## src/rtl/servo_pwm_decoder.sv

```systemverilog
// rtl/servo_pwm_decoder.sv - servo PWM high-time decoder with 1 ms / 2 ms classification and loss detect
module servo_pwm_decoder #(
    parameter int TICKS_PER_US = 50,
    parameter int TIMEOUT_US   = 25000,
    parameter int MAX_HIGH_US  = 3000
) (
    input  logic        CLOCK_50,
    input  logic        reset,
    input  logic        pwm_in,
    output logic [11:0] width_us,
    output logic [1:0]  position,
    output logic        sample_valid,
    output logic        signal_lost
);

    localparam int              PW         = (TICKS_PER_US > 1) ? $clog2(TICKS_PER_US) : 1;
    localparam logic [PW-1:0]   PRESC_LAST = PW'(TICKS_PER_US - 1);
    localparam logic [11:0]     MAX_C      = 12'(MAX_HIGH_US);
    localparam logic [14:0]     TIMEOUT_C  = 15'(TIMEOUT_US);

    typedef enum logic [1:0] {SEEK, ARMED, HIGH, LOW} state_t;

    state_t        state_q, state_d;
    logic          pwm_meta, pwm_s, pwm_d;
    logic          rise, fall, us_tick, take_rise, stuck, timeout;
    logic [PW-1:0] presc;
    logic [1:0]    sync_fill;
    logic [11:0]   high_cnt;
    logic [14:0]   gap_cnt;

    function automatic logic [1:0] classify(input logic [11:0] w);
        if (w >= 12'd800 && w <= 12'd1200)
            return 2'b01;
        else if (w >= 12'd1800 && w <= 12'd2200)
            return 2'b10;
        else
            return 2'b11;
    endfunction

    always_ff @(posedge CLOCK_50) begin
        if (reset) begin
            pwm_meta  <= 1'b0;
            pwm_s     <= 1'b0;
            pwm_d     <= 1'b0;
            sync_fill <= 2'd0;
        end else begin
            pwm_meta <= pwm_in;
            pwm_s    <= pwm_meta;
            pwm_d    <= pwm_s;
            if (sync_fill != 2'd3)
                sync_fill <= sync_fill + 2'd1;
        end
    end

    assign rise      = pwm_s & ~pwm_d;
    assign fall      = ~pwm_s & pwm_d;
    assign us_tick   = (presc == PRESC_LAST);
    assign take_rise = rise && (state_q == ARMED || state_q == LOW);
    assign stuck     = (high_cnt >= MAX_C);
    assign timeout   = (gap_cnt >= TIMEOUT_C);

    always_ff @(posedge CLOCK_50) begin
        if (reset || rise || us_tick)
            presc <= '0;
        else
            presc <= presc + 1'b1;
    end

    always_ff @(posedge CLOCK_50) begin
        if (reset)
            state_q <= SEEK;
        else
            state_q <= state_d;
    end

    // SEEK waits until the synchronizer holds real samples again, so a pulse
    // that was already high when reset released is not mistaken for a rise.
    always_comb begin
        state_d = state_q;
        case (state_q)
            SEEK:       if (sync_fill == 2'd3 && !pwm_s) state_d = ARMED;
            ARMED, LOW: if (rise) state_d = HIGH;
            HIGH: begin
                if (fall)
                    state_d = LOW;
                else if (stuck)
                    state_d = SEEK;
            end
            default:    state_d = SEEK;
        endcase
    end

    always_ff @(posedge CLOCK_50) begin
        if (reset) begin
            high_cnt <= 12'd0;
            gap_cnt  <= 15'd0;
        end else begin
            if (take_rise)
                high_cnt <= 12'd0;
            else if (state_q == HIGH && us_tick && high_cnt != 12'hfff)
                high_cnt <= high_cnt + 12'd1;

            if (rise)
                gap_cnt <= 15'd0;
            else if (state_q != SEEK && us_tick && gap_cnt != 15'h7fff)
                gap_cnt <= gap_cnt + 15'd1;
        end
    end

    always_ff @(posedge CLOCK_50) begin
        if (reset) begin
            width_us     <= 12'd0;
            position     <= 2'b00;
            sample_valid <= 1'b0;
            signal_lost  <= 1'b1;
        end else begin
            sample_valid <= 1'b0;
            if (take_rise) begin
                signal_lost <= 1'b0;
            end else if (timeout) begin
                signal_lost <= 1'b1;
                position    <= 2'b00;
            end

            if (state_q == HIGH && fall) begin
                width_us     <= high_cnt;
                position     <= classify(high_cnt);
                sample_valid <= 1'b1;
            end else if (state_q == HIGH && stuck) begin
                width_us     <= high_cnt;
                position     <= 2'b11;
                sample_valid <= 1'b1;
            end
        end
    end

endmodule

```

## config.mk

```make
export PLATFORM = sky130hd
export DESIGN_NAME = servo_pwm_decoder
export DESIGN_NICKNAME = d
export VERILOG_FILES = /design/src/rtl/servo_pwm_decoder.sv
export SDC_FILE = /design/constraint.sdc
export NUM_CORES = 1
export LEC_CHECK = 0
export ABC_AREA = 1
export CAP_MARGIN = 10
export CORE_MARGIN = 4
export CORE_UTILIZATION = 35
export CTS_BUF_LIST = sky130_fd_sc_hd__clkbuf_8 sky130_fd_sc_hd__clkbuf_16
export DETAILED_ROUTE_END_ITERATION = 10
export RECOVER_POWER = 100
export SLEW_MARGIN = 20
export SYNTH_ARGS = -nofsm -noshare
export SYNTH_HDL_FRONTEND = slang
export SYNTH_SLANG_ARGS = --single-unit
export TNS_END_PERCENT = 5
```

## constraint.sdc

```tcl
create_clock -name CLOCK_50 -period 2 [get_ports CLOCK_50]
set_input_delay 0.3 -clock CLOCK_50 [delete_from_list [all_inputs] [get_ports CLOCK_50]]
set_output_delay 0.3 -clock CLOCK_50 [all_outputs]
set_load 0.02 [all_outputs]
```

==> results of run 1 <==
==> per-layer routing <==
metal	vias up	share of wire, %
met5	-	0
met4	0	1.3
met3	7	2.9
met2	40	42
met1	1165	53
li1	1381	-
==> power groups by stage <==
stage	clock network (W)	registers, W	logic, W
detailed placement	0	0.00118	0.0000962
global placement	0	0.00118	0.0000931
global route	0.000727	0.00116	0.000111
floorplan	0	0.00118	0.0000704
CTS	0.000688	0.00116	0.0000966
finish	0.000663	0.00116	0.0000921
==> worst max path at each step <==
| stage | startpoint | to | slack, ps | cells after the start |
|---|---|---|---|---|
| CTS | high_cnt[1] | high_cnt[11] | 190 | 8 |
| detailed placement | high_cnt[1] | high_cnt[11] | 230 | 8 |
| finish | high_cnt[1] | high_cnt[11] | 250 | 8 |
| floorplan | high_cnt[0] | high_cnt[10] | 490 | 9 |
| global placement | high_cnt[1] | high_cnt[9] | 320 | 8 |
| global route | high_cnt[1] | high_cnt[6] | 50 | 8 |
==> kinds of logic after synthesis <==
logic type	after synthesis	share of synthesized area (%)
DFF	56	37.5
and+or+nand+nor	230	33.6
AOI/OAI and AO/OA	53	10.3
xor gates and xnor gates	20	5.86
adders and majority gates	7	2.93
buffers and inverters	63	9.84
==> cell usage in the layout, fill, tap and decap left out, drive strengths merged, types with 2 or more instances in the layout <==
master	count
nand2	112
clkbuf	8
nor3b	2
nor3	13
o21ai	20
nand3	24
dfxtp	56
a21oi	30
xnor2	3
ha	7
buf	5
dlygate4sd3	17
clkinvlp	2
xor2	17
nand4	8
nor2	70
inv	49
==> critical path, stage by stage, from the launching register on <==
cell and delay, ps:
dfxtp_1 430, ha_1 260, nand3_2 140, nor3_4 180, nand4_2 140, nand2_4 190
inv_2 130, nand2_1 100, a21oi_2 50
==> state kept, by name, indices dropped and copies added (netlist names) <==
register,flops
state_q,2
high_cnt,12
sync_fill,2
width_us,12
pwm_s,1
gap_cnt,15
pwm_d,1
presc,6
position,2
sample_valid,1
pwm_meta,1
signal_lost,1
==> repair_timing <==
item / in CTS / in global routing
gates resized for setup: 0 / 1
buffers inserted: 0 / 0
hold endpoints to repair: 0 / 0
endpoints found under the setup margin: 0 / 4
==> through the flow <==
step           setup WS (ps)  cell area, um2  instances
2_1_floorplan            489            2990        429
6_report                 252            3310        553
3_5_place_dp             228            3250        545
5_1_grt                 51.2            3310        553
4_1_cts                  195            3340        553
3_3_place_gp             320            3250        545
==> layout make-up <==
class	count	area share, %
Sequential cell	56	33.9
Timing Repair Buffer	26	6.92
Multi-Input combinational cell	310	46.9
Clock inverter	3	0.794
Inverter	48	5.44
Clock buffer	5	2.08
Tap cell	105	3.97
==> out/metrics.cfg, run 1 <==
[power]
leakagePower_nw = 1.40
total_power_w = 0.00191
ir_drop_uv = 369
pwr-share-seq_pct = 60.5
power.density_nw_per_um2 = 578
power_frac_comb_pct = 4.8
power_frac_clock_pct = 34.7
netSwitchingPower_w = 0.000482
power_switching_share_pct = 25.2
intPower_w = 0.00143

[timing]
maxSlewHeadroom_pct = 68.8
rsz0062_at_grt = no
fmax_mhz = 572
slew_viol_final = 0
fin_skew_ps = 11.2
timing.final.setup_violations = 0
hold_viol = 0
period_needed_ps = 1750
tightestPinTransition_ps = 467
whs_ps = 409
min_period_over_period_pct = 87.4
setup_tns_ps = 0

[logic_synthesis]
ys_types = 30
synthFlopType = dfxtp_1
yosys_warnings = 0
syn-num-nets = 439
synth_edf_count = 0
synth_largest_area_cell = dfxtp_1
syn_inst = 429
async_flop_share_pct = 0
synth_seq_cells = 56
synthTopCellsByCount = 105 x nand2_1, 69 x nor2_1, 56 x dfxtp_1
synth_top_cells_by_area = dfxtp_1 38%, nand2_1 13%, nor2_1 8.7%
syn-cell-area_um2 = 2990
yosysMostFrequentCell = nand2_1
syn_area_per_cell_um2 = 6.96
synth_top_cell_area_share_pct = 37.5
seq_area_frac_synth_pct = 37.5

[setup_path]
reg2reg_from = high_cnt[1]
reg2reg_to = high_cnt[11]
path_class = register to register
cp_max_fo = 13
r2r_cells = 8
worstPathArrival_ps = 1960
crit_path_end_kind = register
r2r_slack_ps = 250
start_kind = register
worstPathRequired_ps = 2210

[flow_run]
drv_cap = 0

[global_route]
use_met1_pct = 19.6
track_usage_pct = 13.8
antenna_found_initial = 0
grt-busiest-layer = met2
grt_pass1_wl_um = 11500
grt_overflow = 0
use_met3_pct = 2.36
grt_max_degree = 20
grt_pass1_vias = 2535
grtUsageMet2_pct = 21.1

[cts]
cts-root-buf = clkbuf_8
cts_hold_buffers = 0
numCtsBuffers = 5
cts.clk_slew.worst_paths_ps = 110
cts_sinks = 56
cts_max_path_buffers = 2
clock_latency_ps = 320
cts_max_level = 2
tritoncts = built

[placed_design]
port_buffers = 18
place_hpwl_um = 4710
gp_congestion = 0.865

[cells_and_area]
synthToLayoutAreaGrowth_pct = 10.8
diodes = 0
fillers = 886
drive_above_1_share_pct = 7.14
fin_nets = 457
register_area_um2 = 1120
utilization_pct = 40.1
multi_input_area_um2 = 1550

[floorplanning]
num_rows = 33
fp.dieH_um = 100
coreArea_um2 = 8260
initial_core_util_pct = 36.2
io_pins = 19
die-area_um2 = 10100
die_x_um = 100

[routing]
drt_wl_total_um = 6350
drc = 0
via_per_inst = 4.69
first_iter_violations = 154
vias = 2593
ant_nets = 0
wl_per_cell_um = 11.5
drt_pass1_iterations = 4

[min_path]
worstHoldStart = pwm_meta
hold_end = pwm_s
min_path_cells = 2
hp-class = register to register

[status]
status = completed

No activity file was read; power rests on OpenSTA's default activity.
==> run 2: changes to the inputs <==
--- a/config.mk
+++ b/config.mk
@@ -8,9 +8,10 @@
 export ABC_AREA = 1
 export CAP_MARGIN = 10
 export CORE_MARGIN = 4
-export CORE_UTILIZATION = 35
+export CORE_UTILIZATION = 33
 export CTS_BUF_LIST = sky130_fd_sc_hd__clkbuf_8 sky130_fd_sc_hd__clkbuf_16
 export DETAILED_ROUTE_END_ITERATION = 10
+export GPL_TIMING_DRIVEN = 0
 export RECOVER_POWER = 100
 export SLEW_MARGIN = 20
 export SYNTH_ARGS = -nofsm -noshare
==> run 2 against run 1 <==
  * First-iteration DRC count down 21%
  * Global-route usage down 0.93 points
  * Sequential share of layout area down 0.42 points
  * Wire length down 0.14%
  * Highest routed layer unchanged
  * Maximum frequency down 4.3%
  * Largest power group unchanged
==> out/metrics.cfg, run 2 (synthesis gave the netlist of run 1 again) <==
[timing]
period_needed_ps = 1830
fin_skew_ps = 9.17
maxSlewHeadroom_pct = 53.9
setup_tns_ps = 0
min_period_over_period_pct = 91.3
slew_viol_final = 0
hold_viol = 0
tightestPinTransition_ps = 692
whs_ps = 248
rsz0062_at_grt = no
timing.final.setup_violations = 0
fmax_mhz = 547

[setup_path]
max_stage_delay_ps = 460
path_class = register to register
worstPathRequired_ps = 2170
r2r_cells = 9
cp_slowest_cell = dfxtp_1
cp_cell_sequence = ha_1 > nand3_2 > nor3_2 > nand4_2 > nand2_2 > inv_2 > buf_6 > nand2_1 > a21oi_1
crit_path_end_kind = register
worstPathArrival_ps = 2000
start_kind = register
cp_max_fo = 10

[routing]
first_iter_violations = 121
ant_nets = 0
wl_per_cell_um = 11.3
drt_pass1_iterations = 4
vias = 2662
via_per_inst = 4.74
drt_wl_total_um = 6350
drc = 0

[placed_design]
port_buffers = 17
place_hpwl_um = 4760
place_inst = 554
gp_congestion = 0.892

[global_route]
grt_pass1_wl_um = 11000
grt_max_degree = 18
grt_overflow = 0
grt_pass1_vias = 2428
track_usage_pct = 12.8
antenna_found_initial = 0

[power]
total_power_w = 0.00187
leakagePower_nw = 1.42
power.density_nw_per_um2 = 559
ir_drop_uv = 392

[cts]
cts_max_level = 2
cts_sinks = 56
cts-resized-gates = 0
clock_latency_ps = 310
cts.clk_slew.worst_paths_ps = 100
cts_hold_buffers = 0
tritoncts = built
post_cts_buffers = 0
cts-root-buf = clkbuf_8
numCtsBuffers = 5
cts_max_path_buffers = 2

[cells_and_area]
final_cell_mix = 105 x nand2_1, 70 x nor2_1, 56 x dfxtp_1
fin_cells = 562
drive_above_1_share_pct = 9.25
largest-register = gap_cnt
layout_commonest_cell = nand2_1
synthToLayoutAreaGrowth_pct = 12.2
largestRegisters = gap_cnt x15, high_cnt x12, width_us x12
diodes = 0
fin_nets = 463
largest_register_ffs = 15

[floorplanning]
fp.dieH_um = 103
initial_core_util_pct = 34.1
io_pins = 19
die_x_um = 103
coreArea_um2 = 8760
die-area_um2 = 10600
num_rows = 34

[status]
status = completed

[flow_run]
drv_cap = 0

[min_path]
min_path_cells = 2
hp-class = input port to register

## run 2: cell count changes in the layout (fill, tap and decap cells not counted), sizes merged
cell / before / now
inv: 49 / 50
clkinvlp: 2 / 0
clkbuf: 8 / 9
clkdlybuf4s50: 1 / 0
clkinv: 0 / 1
buf: 5 / 11
## run 2: layer usage
metal	part of all wire [%]	up-vias	wire length (um)	global-route usage, %
li1	-	1403	-	-
met3	3.7	5	237	2.10
met4	1.5	0	95	4.48
met2	43	49	2760	19.8
met1	51	1205	3260	18.1
met5	0	-	0	0
## run 2: power breakdown
group,switching (W),internal [W]
Sequential,0.0000194,0.00114
Combinational,0.0000595,0.0000325
Clock,0.000379,0.000246
Total,0.000457,0.00142
## run 2: final cells by class
type	count	area [um2]
Multi-Input combinational cell	310	1550
Buffer	15	108
Tap cell	108	135
Clock inverter	3	17.5
Clock buffer	5	68.8
Inverter	48	180
Sequential cell	56	1120
Fill cell	937	5410
Timing Repair Buffer	17	170
## run 2: through the flow
| stage | setup WS [ps] | utilization (%) | cell area, um2 |
|---|---|---|---|
| floorplan | 489 | - | 2990 |
| global placement | 253 | 37.6 | 3290 |
| detailed placement | 236 | 37.6 | 3290 |
| CTS | 205 | 38.6 | 3380 |
| global route | 46.6 | 38.2 | 3350 |
| finish | 173 | 38.2 | 3350 |
## run 2: worst paths after layout
kind | from | to | slack (ps)
max | high_cnt[1] | high_cnt[10] | 170
max reg2reg | high_cnt[1] | high_cnt[10] | 170
min reg2reg | pwm_meta | pwm_s | 420
min | reset | state_q[1] | 250
## run 2: critical path: cells and delay by family (launching register included)
kind / cells / cell delay [ps]
buffers and inverters: 2 / 210
flip-flops: 1 / 460
adder cells (fa/ha/maj): 1 / 280
AND/OR/NAND/NOR: 5 / 690
AO/OA/AOI/OAI: 1 / 50
